### config.mk
export PLATFORM = sky130hd
export DESIGN_NAME = tx_link_arbiter
export DESIGN_NICKNAME = d
export VERILOG_FILES = /design/src/rtl/tx_link_arbiter.sv
export SDC_FILE = /design/constraint.sdc
export NUM_CORES = 1
export LEC_CHECK = 0
export CORE_UTILIZATION = 30
export DETAILED_ROUTE_END_ITERATION = 16
export GPL_TIMING_DRIVEN = 0
export PLACE_DENSITY_LB_ADDON = 0.3
export SYNTH_ARGS = -nofsm -noshare
export SYNTH_HDL_FRONTEND = slang
export SYNTH_SLANG_ARGS = --single-unit
### constraint.sdc
create_clock -name clk_i -period 3 [get_ports clk_i]
set_input_delay 0.45 -clock clk_i [delete_from_list [all_inputs] [get_ports clk_i]]
set_output_delay 0.45 -clock clk_i [all_outputs]
set_load 0.03 [all_outputs]
### src/rtl/tx_link_arbiter.sv
// tx_link_arbiter: packet-atomic TLP/DLLP link arbiter with periodic SKP ordered-set insertion.
// DLLPs win over TLPs until a burst limit is reached while a TLP is waiting.
module tx_link_arbiter #(
    parameter int DATA_WIDTH     = 8,
    parameter int SKP_INTERVAL   = 1180,
    parameter int SKP_COUNT      = 3,
    parameter int DLLP_BURST_MAX = 4
) (
    input  logic                  clk_i,
    input  logic                  rst_ni,
    input  logic [DATA_WIDTH-1:0] tlp_data_i,
    input  logic                  tlp_valid_i,
    input  logic                  tlp_last_i,
    output logic                  tlp_ready_o,
    input  logic [DATA_WIDTH-1:0] dllp_data_i,
    input  logic                  dllp_valid_i,
    input  logic                  dllp_last_i,
    output logic                  dllp_ready_o,
    input  logic                  link_up_i,
    output logic [DATA_WIDTH-1:0] data_frame_o,
    output logic                  data_frame_valid_o,
    output logic                  is_special_k_o,
    output logic [1:0]            grant_o
);
    localparam int CW = $clog2(SKP_INTERVAL + 1);
    localparam int BW = $clog2(DLLP_BURST_MAX + 1);
    localparam int SW = $clog2(SKP_COUNT + 1);

    typedef enum logic [2:0] {IDLE, TLP, DLLP, SKP_COM, SKP} state_t;

    state_t          state, state_nx;
    logic [CW-1:0]   skp_cnt;
    logic            skp_pend;
    logic [BW-1:0]   burst;
    logic [SW-1:0]   sym;
    logic            tlp_xfer, dllp_xfer, skp_full, burst_full, dllp_win;
    logic            skp_start, skp_emit, tlp_grant, dllp_grant;

    assign tlp_ready_o  = (state == TLP) && link_up_i;
    assign dllp_ready_o = (state == DLLP) && link_up_i;
    assign tlp_xfer     = tlp_valid_i && tlp_ready_o;
    assign dllp_xfer    = dllp_valid_i && dllp_ready_o;
    assign skp_full     = skp_cnt == CW'(SKP_INTERVAL);
    assign burst_full   = burst == BW'(DLLP_BURST_MAX);
    // A saturated burst only blocks DLLPs when a TLP is actually waiting
    assign dllp_win     = dllp_valid_i && !(burst_full && tlp_valid_i);
    assign skp_start    = (state == IDLE) && link_up_i && skp_pend;
    assign skp_emit     = link_up_i && (state == SKP_COM || state == SKP);
    assign tlp_grant    = (state == IDLE) && (state_nx == TLP);
    assign dllp_grant   = (state == IDLE) && (state_nx == DLLP);
    assign grant_o      = (state == TLP) ? 2'd1 : (state == DLLP) ? 2'd2 :
                          (state == SKP_COM || state == SKP) ? 2'd3 : 2'd0;

    always_comb begin
        state_nx = state;
        case (state)
            IDLE:    state_nx = skp_pend ? SKP_COM : dllp_win ? DLLP : tlp_valid_i ? TLP : IDLE;
            TLP:     state_nx = (tlp_xfer && tlp_last_i) ? IDLE : TLP;
            DLLP:    state_nx = (dllp_xfer && dllp_last_i) ? IDLE : DLLP;
            SKP_COM: state_nx = SKP;
            SKP:     state_nx = (sym == SW'(SKP_COUNT - 1)) ? IDLE : SKP;
            default: state_nx = IDLE;
        endcase
        if (!link_up_i) state_nx = IDLE;
    end

    always_ff @(posedge clk_i or negedge rst_ni) begin
        if (!rst_ni) begin
            state              <= IDLE;
            skp_cnt            <= '0;
            skp_pend           <= 1'b0;
            burst              <= '0;
            sym                <= '0;
            data_frame_o       <= '0;
            data_frame_valid_o <= 1'b0;
            is_special_k_o     <= 1'b0;
        end else begin
            state    <= state_nx;
            sym      <= (state == SKP) ? sym + 1'b1 : '0;
            skp_cnt  <= (!link_up_i || skp_start) ? '0 : skp_full ? skp_cnt : skp_cnt + 1'b1;
            skp_pend <= link_up_i && !skp_start && (skp_pend || skp_full);
            if (!link_up_i || tlp_grant)
                burst <= '0;
            else if (dllp_grant)
                burst <= !tlp_valid_i ? '0 : burst_full ? burst : burst + 1'b1;
            data_frame_valid_o <= tlp_xfer || dllp_xfer || skp_emit;
            is_special_k_o     <= skp_emit;
            if (tlp_xfer)
                data_frame_o <= tlp_data_i;
            else if (dllp_xfer)
                data_frame_o <= dllp_data_i;
            else if (skp_emit)
                data_frame_o <= (state == SKP_COM) ? DATA_WIDTH'(8'hBC) : DATA_WIDTH'(8'h1C);
        end
    end
endmodule

==> results of run 1 <==
[worst register-to-register path, delay by kind of cell (launching register included)]
kind | cells | cell delay [ns]
AO/OA/AOI/OAI | 2 | 0.66
buffers and inverters | 2 | 0.59
flip-flops | 1 | 0.37
AND/OR/NAND/NOR | 1 | 0.25
[cell usage in the layout, fill, tap and decap left out, drive strengths merged, types with 2 or more instances in the layout]
master and instances:
dfrtp 30, a22oi 3, inv 13, mux2i 2
a211oi 2, o22ai 4, nand3b 2, or3 2
a21boi 2, o21ai 8, a21oi 12, and2 4
and3 4, xor2 5, nand4 4, ha 5
clkdlybuf4s50 35, nand2 20, xnor2 2, or3b 2
buf 2, nor3 2, nor2 15, clkbuf 13
nand2b 3, nand3 6
[report_power, final]
group          switching (mW)  internal [mW]  leakage [nW]
registers              0.0238          0.446         0.399
clock network           0.155          0.184        0.0472
logic                   0.168          0.131         0.474
total                   0.346          0.760         0.921
[final cells by class]
class | instances | area, sq um
buffer | 8 | 33.8
timing repair buffer | 36 | 355
clock buffer | 6 | 82.6
sequential | 30 | 751
clock inverter | 2 | 12.5
multi-input combinational | 122 | 746
fill | 551 | 2960
tap | 70 | 87.6
inverter | 13 | 48.8
[per-layer routing]
metal  part of all wire  up-vias  global-route usage  routed length, microns
met5                  0        -                   0                       0
met4              0.017        0              0.0503                      57
met3              0.047        7              0.0447                     161
met2               0.46       37               0.232                    1590
met1               0.48      634               0.174                    1640
li1                   -      683                   -                       -
[kinds of logic (layout without fill, tap and decap cells)]
group,Yosys count,after routing
compound gates,38,38
xor+xnor,7,7
fa+ha+maj,5,5
buf+inv,21,65
flops,30,30
mux,2,2
simple gates,70,70
[flip-flops by register name (all words and copies together), names as in the netlist]
| register | cells |
|---|---|
| burst | 3 |
| data_frame_o | 8 |
| skp_pend | 1 |
| state | 3 |
| skp_cnt | 11 |
| sym | 2 |
| data_frame_valid_o | 1 |
| is_special_k_o | 1 |
[worst max-delay path by stage]
| stage | end | slack (ns) | cells past startpoint |
|---|---|---|---|
| floorplan | tlp_ready_o | 1.17 | 3 |
| finish | tlp_ready_o | 0.32 | 4 |
| global placement | tlp_ready_o | 0.32 | 4 |
| CTS | tlp_ready_o | 0.31 | 4 |
| global route | tlp_ready_o | 0.26 | 4 |
| detailed placement | tlp_ready_o | 0.32 | 4 |
[per-stage QoR]
step	hold WS, ns	utilization
finish	0.206	0.417
global route	0.256	0.417
floorplan	0.154	-
detailed placement	0.424	0.399
CTS	0.435	0.418
global placement	0.416	0.399
==> flow_results.xml, run 1 <==
<?xml version="1.0" encoding="UTF-8"?>
<metrics>
  <group name="yosys">
    <metric name="syn-mean-instance-area" unit="sq um">9.13</metric>
    <metric name="ys.flop_type" unit="">sky130_fd_sc_hd__dfrtp_1</metric>
    <metric name="compound_gate_portion_of_the_synthesized_area" unit="">0.147</metric>
    <metric name="synth.yosys.seq_area_share" unit="">0.475</metric>
    <metric name="muxShareOfSynthArea" unit="">0.0127</metric>
    <metric name="post_synth_num_cell_types" unit="">39</metric>
    <metric name="synth.cell_area" unit="sq mm">0.00158</metric>
    <metric name="synth-xor-area-share" unit="">0.0388</metric>
    <metric name="asyncSetResetFlopFracSynth" unit="">1.00</metric>
    <metric name="synth_seq_cells" unit="">30</metric>
    <metric name="synth_top_cell_by_area" unit="">sky130_fd_sc_hd__dfrtp_1</metric>
    <metric name="postSynthNetCount" unit="">201</metric>
    <metric name="number_of_enable_flip_flop_cells_after_synthesis" unit="">0</metric>
    <metric name="synth_top_cells_by_area" unit="">sky130_fd_sc_hd__dfrtp_1 (48%), sky130_fd_sc_hd__nand2_1 (4.8%), sky130_fd_sc_hd__ha_1 (4.0%)</metric>
    <metric name="synthCells" unit="">173</metric>
    <metric name="yosys.cell_count.top_type" unit="">sky130_fd_sc_hd__dfrtp_1</metric>
    <metric name="synthAdderAreaFrac" unit="">0.0396</metric>
    <metric name="synth-warning-count" unit="">0</metric>
    <metric name="synth_top_family_by_area" unit="">simple AND/OR/NAND/NOR gates</metric>
    <metric name="synth_largest_type_area_fraction" unit="">0.475</metric>
    <metric name="synth_common_cells" unit="">sky130_fd_sc_hd__dfrtp_1 (30), sky130_fd_sc_hd__nand2_1 (20), sky130_fd_sc_hd__nor2_1 (15)</metric>
    <metric name="synthesized_area_fraction_occupied_by_and_or_nand_nor_cells" unit="">0.234</metric>
  </group>
  <group name="final_layout">
    <metric name="fraction_of_layout_cells_with_a_size_suffix_above_1" unit="">0.0645</metric>
    <metric name="post_route_insts_no_fill" unit="">287</metric>
    <metric name="n_antenna_cell" unit="">0</metric>
    <metric name="area_growth_syn_to_layout" unit="%">34.1</metric>
    <metric name="num-nets-final" unit="">244</metric>
    <metric name="final_design_area_no_fill" unit="sq mm">0.00212</metric>
  </group>
  <group name="pwr">
    <metric name="vdd.ir_drop.worst" unit="mV">0.284</metric>
    <metric name="finalPower" unit="mW">1.11</metric>
    <metric name="p_leak" unit="nW">0.921</metric>
    <metric name="p_per_area" unit="mW/mm^2">523</metric>
  </group>
  <group name="sta">
    <metric name="tightest_slew" unit="ns">0.678</metric>
    <metric name="rsz0062_at_grt" unit="">false</metric>
    <metric name="maxClockFrequency" unit="GHz">0.373</metric>
    <metric name="timing_hold_violations_final" unit="">0</metric>
    <metric name="finalCritPeriodShare" unit="">0.894</metric>
    <metric name="final.setup.tns" unit="ns">0</metric>
    <metric name="clock-skew-final" unit="ns">0.00979</metric>
    <metric name="report.final.setup_viol" unit="">0</metric>
    <metric name="timing.final.crit_period" unit="ns">2.68</metric>
    <metric name="final-max-slew-violation-count" unit="">0</metric>
    <metric name="worst_slew_margin_rel" unit="">0.548</metric>
    <metric name="timing.final.ws_setup" unit="ns">0.319</metric>
  </group>
  <group name="route">
    <metric name="dr.first_iter.drc_count" unit="">44</metric>
    <metric name="drt_pre_antenna_iters" unit="">4</metric>
    <metric name="wirelength" unit="microns">3440</metric>
    <metric name="ant_nets" unit="">0</metric>
    <metric name="vias" unit="">1361</metric>
    <metric name="drt-vias-per-instance" unit="">4.74</metric>
    <metric name="detail_route.drc_violations" unit="">0</metric>
    <metric name="routed_wire_length_per_instance" unit="microns">12.0</metric>
  </group>
  <group name="grt">
    <metric name="grt_pass1_vias" unit="">1372</metric>
    <metric name="antenna_found_initial" unit="">0</metric>
    <metric name="grt_pass1_wl" unit="microns">5930</metric>
    <metric name="total_routing_usage_gr" unit="">0.141</metric>
    <metric name="grt_remaining_overflow" unit="">0</metric>
    <metric name="grt_max_degree" unit="">31</metric>
  </group>
  <group name="setup_path">
    <metric name="regToRegSetupSlack" unit="ns">1.00</metric>
    <metric name="rr_startpoint" unit="">state[0]</metric>
    <metric name="critical_path.max_stage_delay" unit="ns">0.67</metric>
    <metric name="worstSetupStartpoint" unit="">link_up_i</metric>
    <metric name="crit_path_start_kind" unit="">input port</metric>
    <metric name="reg2regPathDepth" unit="">5</metric>
    <metric name="path_buf_inv" unit="">2</metric>
    <metric name="timing_worst_setup_path_type" unit="">input port to output pin</metric>
    <metric name="slowest_stage" unit="">sky130_fd_sc_hd__clkdlybuf4s50_1</metric>
    <metric name="worst_ep_arrival_time" unit="ns">2.23</metric>
    <metric name="worstPathCellList" unit="">clkdlybuf4s50_1 -&gt; or3b_2 -&gt; nor2_1 -&gt; clkdlybuf4s50_1</metric>
    <metric name="critPathCaptureType" unit="">output pin</metric>
    <metric name="crit_path_max_fanout" unit="">4</metric>
    <metric name="cpLargestDelayFamily" unit="">buffers and inverters</metric>
    <metric name="critical_path.most_common_cell" unit="">sky130_fd_sc_hd__clkdlybuf4s50_1</metric>
    <metric name="r2r-end" unit="">data_frame_o[7]</metric>
    <metric name="worst-endpoint-required" unit="ns">2.55</metric>
  </group>
  <group name="cts">
    <metric name="clock_latency" unit="ns">0.28</metric>
    <metric name="ctsLongestPathBuffers" unit="">2</metric>
    <metric name="clock-sinks" unit="">30</metric>
    <metric name="cts_tree" unit="">done</metric>
    <metric name="hold_fix_buffers_at_cts" unit="">0</metric>
    <metric name="clk_transition_reported_paths" unit="ns">0.06</metric>
    <metric name="cts_made_buffers" unit="">5</metric>
    <metric name="post_cts_buffers" unit="">0</metric>
    <metric name="ctsResizeCount" unit="">0</metric>
    <metric name="cts.root.buffer_cell" unit="">sky130_fd_sc_hd__clkbuf_8</metric>
    <metric name="cts-htree-levels" unit="">2</metric>
  </group>
  <group name="placement">
    <metric name="placed_cells_incl_taps" unit="">279</metric>
    <metric name="port_buffers" unit="">36</metric>
    <metric name="place_congestion" unit="">0.709</metric>
    <metric name="hpwlAfterDp" unit="microns">2500</metric>
    <metric name="pre_cts_ws" unit="ns">0.323</metric>
    <metric name="detailed_place.area" unit="sq mm">0.00203</metric>
  </group>
  <group name="die">
    <metric name="core_region_area" unit="sq mm">0.00507</metric>
    <metric name="number_of_top_level_pins" unit="">37</metric>
    <metric name="fp.dieH" unit="microns">74.6</metric>
    <metric name="fp.dieW" unit="microns">74.6</metric>
    <metric name="die_area" unit="sq mm">0.00556</metric>
    <metric name="starting_density" unit="">0.311</metric>
    <metric name="std_cell_rows" unit="">26</metric>
  </group>
  <group name="min_path">
    <metric name="classification_of_the_worst_slack_hold_path" unit="">input port to asynchronous set/reset pin</metric>
  </group>
  <group name="status">
    <metric name="status" unit="">completed</metric>
  </group>
  <group name="job">
    <metric name="timing.max_cap.violations" unit="">0</metric>
  </group>
</metrics>
Note: power is estimated with default switching activity, not from simulation.
==> run 2, diff against run 1 <==
Settings changed: CELL_PAD_IN_SITES_DETAIL_PLACEMENT from default to 1, CELL_PAD_IN_SITES_GLOBAL_PLACEMENT from default to 2, CORE_UTILIZATION 30 to 32.
==> run 2 against run 1 <==
Count of clock-buffer cells in the layout grew 1. Design area shrank 0.35%. Clock skew fell by 0.00091 ns. First-iteration DRC count increased by 86%. Die area fell by 6.1%. Critical path type unchanged. Critical endpoint unchanged. Largest cell class unchanged. Largest power group unchanged.
==> flow_results.xml, run 2 (synthesized netlist as in run 1, its figures left out) <==
<?xml version="1.0" encoding="UTF-8"?>
<metrics>
  <group name="grt">
    <metric name="grt_pass1_wl" unit="microns">7300</metric>
    <metric name="grt_pass1_vias" unit="">1523</metric>
    <metric name="grt_max_degree" unit="">31</metric>
    <metric name="grt_remaining_overflow" unit="">0</metric>
    <metric name="antenna_found_initial" unit="">0</metric>
    <metric name="total_routing_usage_gr" unit="">0.183</metric>
  </group>
  <group name="pwr">
    <metric name="finalPower" unit="mW">1.12</metric>
    <metric name="cell_internal_pwr" unit="mW">0.761</metric>
    <metric name="power.switching" unit="mW">0.356</metric>
    <metric name="vdd.ir_drop.worst" unit="mV">0.224</metric>
    <metric name="power_frac_comb" unit="">0.275</metric>
    <metric name="p_per_area" unit="mW/mm^2">530</metric>
    <metric name="clock_power_share" unit="">0.303</metric>
    <metric name="p_leak" unit="nW">0.922</metric>
    <metric name="switching_share" unit="">0.318</metric>
    <metric name="p_seq_frac" unit="">0.422</metric>
  </group>
  <group name="placement">
    <metric name="hpwlAfterDp" unit="microns">3220</metric>
    <metric name="place_congestion" unit="">0.738</metric>
    <metric name="port_buffers" unit="">36</metric>
  </group>
  <group name="cts">
    <metric name="ctsResizeCount" unit="">0</metric>
    <metric name="cts_tree" unit="">done</metric>
    <metric name="clock-sinks" unit="">30</metric>
    <metric name="cts_made_buffers" unit="">5</metric>
    <metric name="cts-htree-levels" unit="">2</metric>
    <metric name="cts.root.buffer_cell" unit="">sky130_fd_sc_hd__clkbuf_8</metric>
    <metric name="post_cts_buffers" unit="">0</metric>
    <metric name="ctsLongestPathBuffers" unit="">2</metric>
    <metric name="hold_fix_buffers_at_cts" unit="">0</metric>
    <metric name="clk_transition_reported_paths" unit="ns">0.07</metric>
    <metric name="clock_latency" unit="ns">0.28</metric>
  </group>
  <group name="setup_path">
    <metric name="worstPathCellList" unit="">clkdlybuf4s50_1 -&gt; or3b_2 -&gt; nor2_1 -&gt; clkdlybuf4s50_1</metric>
    <metric name="critical_path.max_stage_delay" unit="ns">0.68</metric>
    <metric name="critical_path.most_common_cell" unit="">sky130_fd_sc_hd__clkdlybuf4s50_1</metric>
    <metric name="timing_worst_setup_path_type" unit="">input port to output pin</metric>
    <metric name="crit_path_start_kind" unit="">input port</metric>
    <metric name="slowest_stage" unit="">sky130_fd_sc_hd__clkdlybuf4s50_1</metric>
    <metric name="crit_path_max_fanout" unit="">4</metric>
    <metric name="worst_ep_arrival_time" unit="ns">2.22</metric>
    <metric name="critPathCaptureType" unit="">output pin</metric>
    <metric name="worst-endpoint-required" unit="ns">2.55</metric>
    <metric name="regToRegSetupSlack" unit="ns">1.04</metric>
    <metric name="cpLargestDelayFamily" unit="">buffers and inverters</metric>
    <metric name="path_buf_inv" unit="">2</metric>
  </group>
  <group name="sta">
    <metric name="rsz0062_at_grt" unit="">false</metric>
    <metric name="maxClockFrequency" unit="GHz">0.375</metric>
    <metric name="report.final.setup_viol" unit="">0</metric>
    <metric name="timing.final.crit_period" unit="ns">2.67</metric>
    <metric name="final-max-slew-violation-count" unit="">0</metric>
    <metric name="timing_hold_violations_final" unit="">0</metric>
    <metric name="clock-skew-final" unit="ns">0.00888</metric>
    <metric name="final.setup.tns" unit="ns">0</metric>
    <metric name="tightest_slew" unit="ns">0.692</metric>
    <metric name="finalCritPeriodShare" unit="">0.889</metric>
    <metric name="worst_slew_margin_rel" unit="">0.539</metric>
  </group>
  <group name="job">
    <metric name="timing.max_cap.violations" unit="">0</metric>
  </group>
  <group name="die">
    <metric name="die_area" unit="sq mm">0.00522</metric>
    <metric name="fp.dieH" unit="microns">72.2</metric>
    <metric name="std_cell_rows" unit="">25</metric>
    <metric name="core_region_area" unit="sq mm">0.00472</metric>
    <metric name="number_of_top_level_pins" unit="">37</metric>
    <metric name="starting_density" unit="">0.334</metric>
    <metric name="fp.dieW" unit="microns">72.2</metric>
  </group>
  <group name="route">
    <metric name="drt-vias-per-instance" unit="">5.05</metric>
    <metric name="routed_wire_length_per_instance" unit="microns">15.2</metric>
    <metric name="drt_pre_antenna_iters" unit="">4</metric>
    <metric name="wirelength" unit="microns">4320</metric>
    <metric name="detail_route.drc_violations" unit="">0</metric>
    <metric name="dr.first_iter.drc_count" unit="">82</metric>
    <metric name="vias" unit="">1433</metric>
    <metric name="ant_nets" unit="">0</metric>
  </group>
  <group name="final_layout">
    <metric name="most-common-layout-cells" unit="">sky130_fd_sc_hd__clkdlybuf4s50_1 (35), sky130_fd_sc_hd__dfrtp_1 (30), sky130_fd_sc_hd__nand2_1 (20)</metric>
    <metric name="num-nets-final" unit="">244</metric>
    <metric name="reg.largest.list" unit="">skp_cnt x11, data_frame_o x8</metric>
    <metric name="fraction_of_layout_cells_with_a_size_suffix_above_1" unit="">0.0599</metric>
    <metric name="area_growth_syn_to_layout" unit="%">33.6</metric>
    <metric name="largest_register" unit="">skp_cnt</metric>
    <metric name="largest_register_ff_count" unit="">11</metric>
    <metric name="n_antenna_cell" unit="">0</metric>
    <metric name="final_common_cell" unit="">sky130_fd_sc_hd__clkdlybuf4s50_1</metric>
  </group>
  <group name="status">
    <metric name="status" unit="">completed</metric>
  </group>
  <group name="min_path">
    <metric name="classification_of_the_worst_slack_hold_path" unit="">input port to asynchronous set/reset pin</metric>
  </group>
</metrics>
==> run 2: power by group through the flow <==
stage	Sequential [mW]	Clock (mW)	Combinational (mW)
floorplan	0.541	0	0.0965
global placement	0.474	0	0.301
detailed placement	0.479	0	0.309
CTS	0.472	0.346	0.311
global route	0.477	0.365	0.333
finish	0.471	0.338	0.308
==> run 2: path summary, 6_finish.rpt <==
path	startpoint	endpoint	cells past startpoint
setup / recovery	link_up_i	tlp_ready_o	4
hold / removal	rst_ni	skp_cnt[3]	1
setup reg to reg	state[0]	data_frame_o[7]	5
hold reg to reg	sym[0]	sym[0]	1
max in group asynchronous	rst_ni	skp_cnt[8]	1
min in group clk_i	sym[0]	sym[0]	1
==> run 2: layout make-up <==
class	instances	area [sq um]
buffer	8	33.8
clock buffer	7	86.3
clock inverter	1	5.00
fill	554	2610
inverter	13	48.8
multi-input combinational	122	746
sequential	30	751
tap	67	83.8
timing repair buffer	36	355
==> run 2: worst register-to-register path, delay by kind of cell, from the launching register on <==
kind                   cells  cell delay (ns)
flip-flops                 1             0.38
buffers and inverters      2             0.62
AO/OA/AOI/OAI              2             0.57
AND/OR/NAND/NOR            1             0.25
==> run 2: per-stage QoR <==
step	instance area, sq um	util	cells	hold WS (ns)	setup slack [ns]
after floorplan	1580	-	173	0.154	1.17
after global placement	2020	0.428	276	0.415	0.322
after detailed placement	2020	0.427	276	0.420	0.335
after CTS	2110	0.447	284	0.238	0.322
after global routing	2110	0.447	284	0.270	0.276
final	2110	0.447	284	0.211	0.333
==> run 2: per-layer routing <==
metal | vias to the layer above | wire, microns | part of all wire | GRT usage
met5 | - | 0 | 0 | 0
met3 | 6 | 121 | 0.028 | 0.0417
met2 | 28 | 2150 | 0.50 | 0.301
met1 | 719 | 2000 | 0.46 | 0.242
li1 | 680 | - | - | -
met4 | 0 | 47 | 0.011 | 0.0545
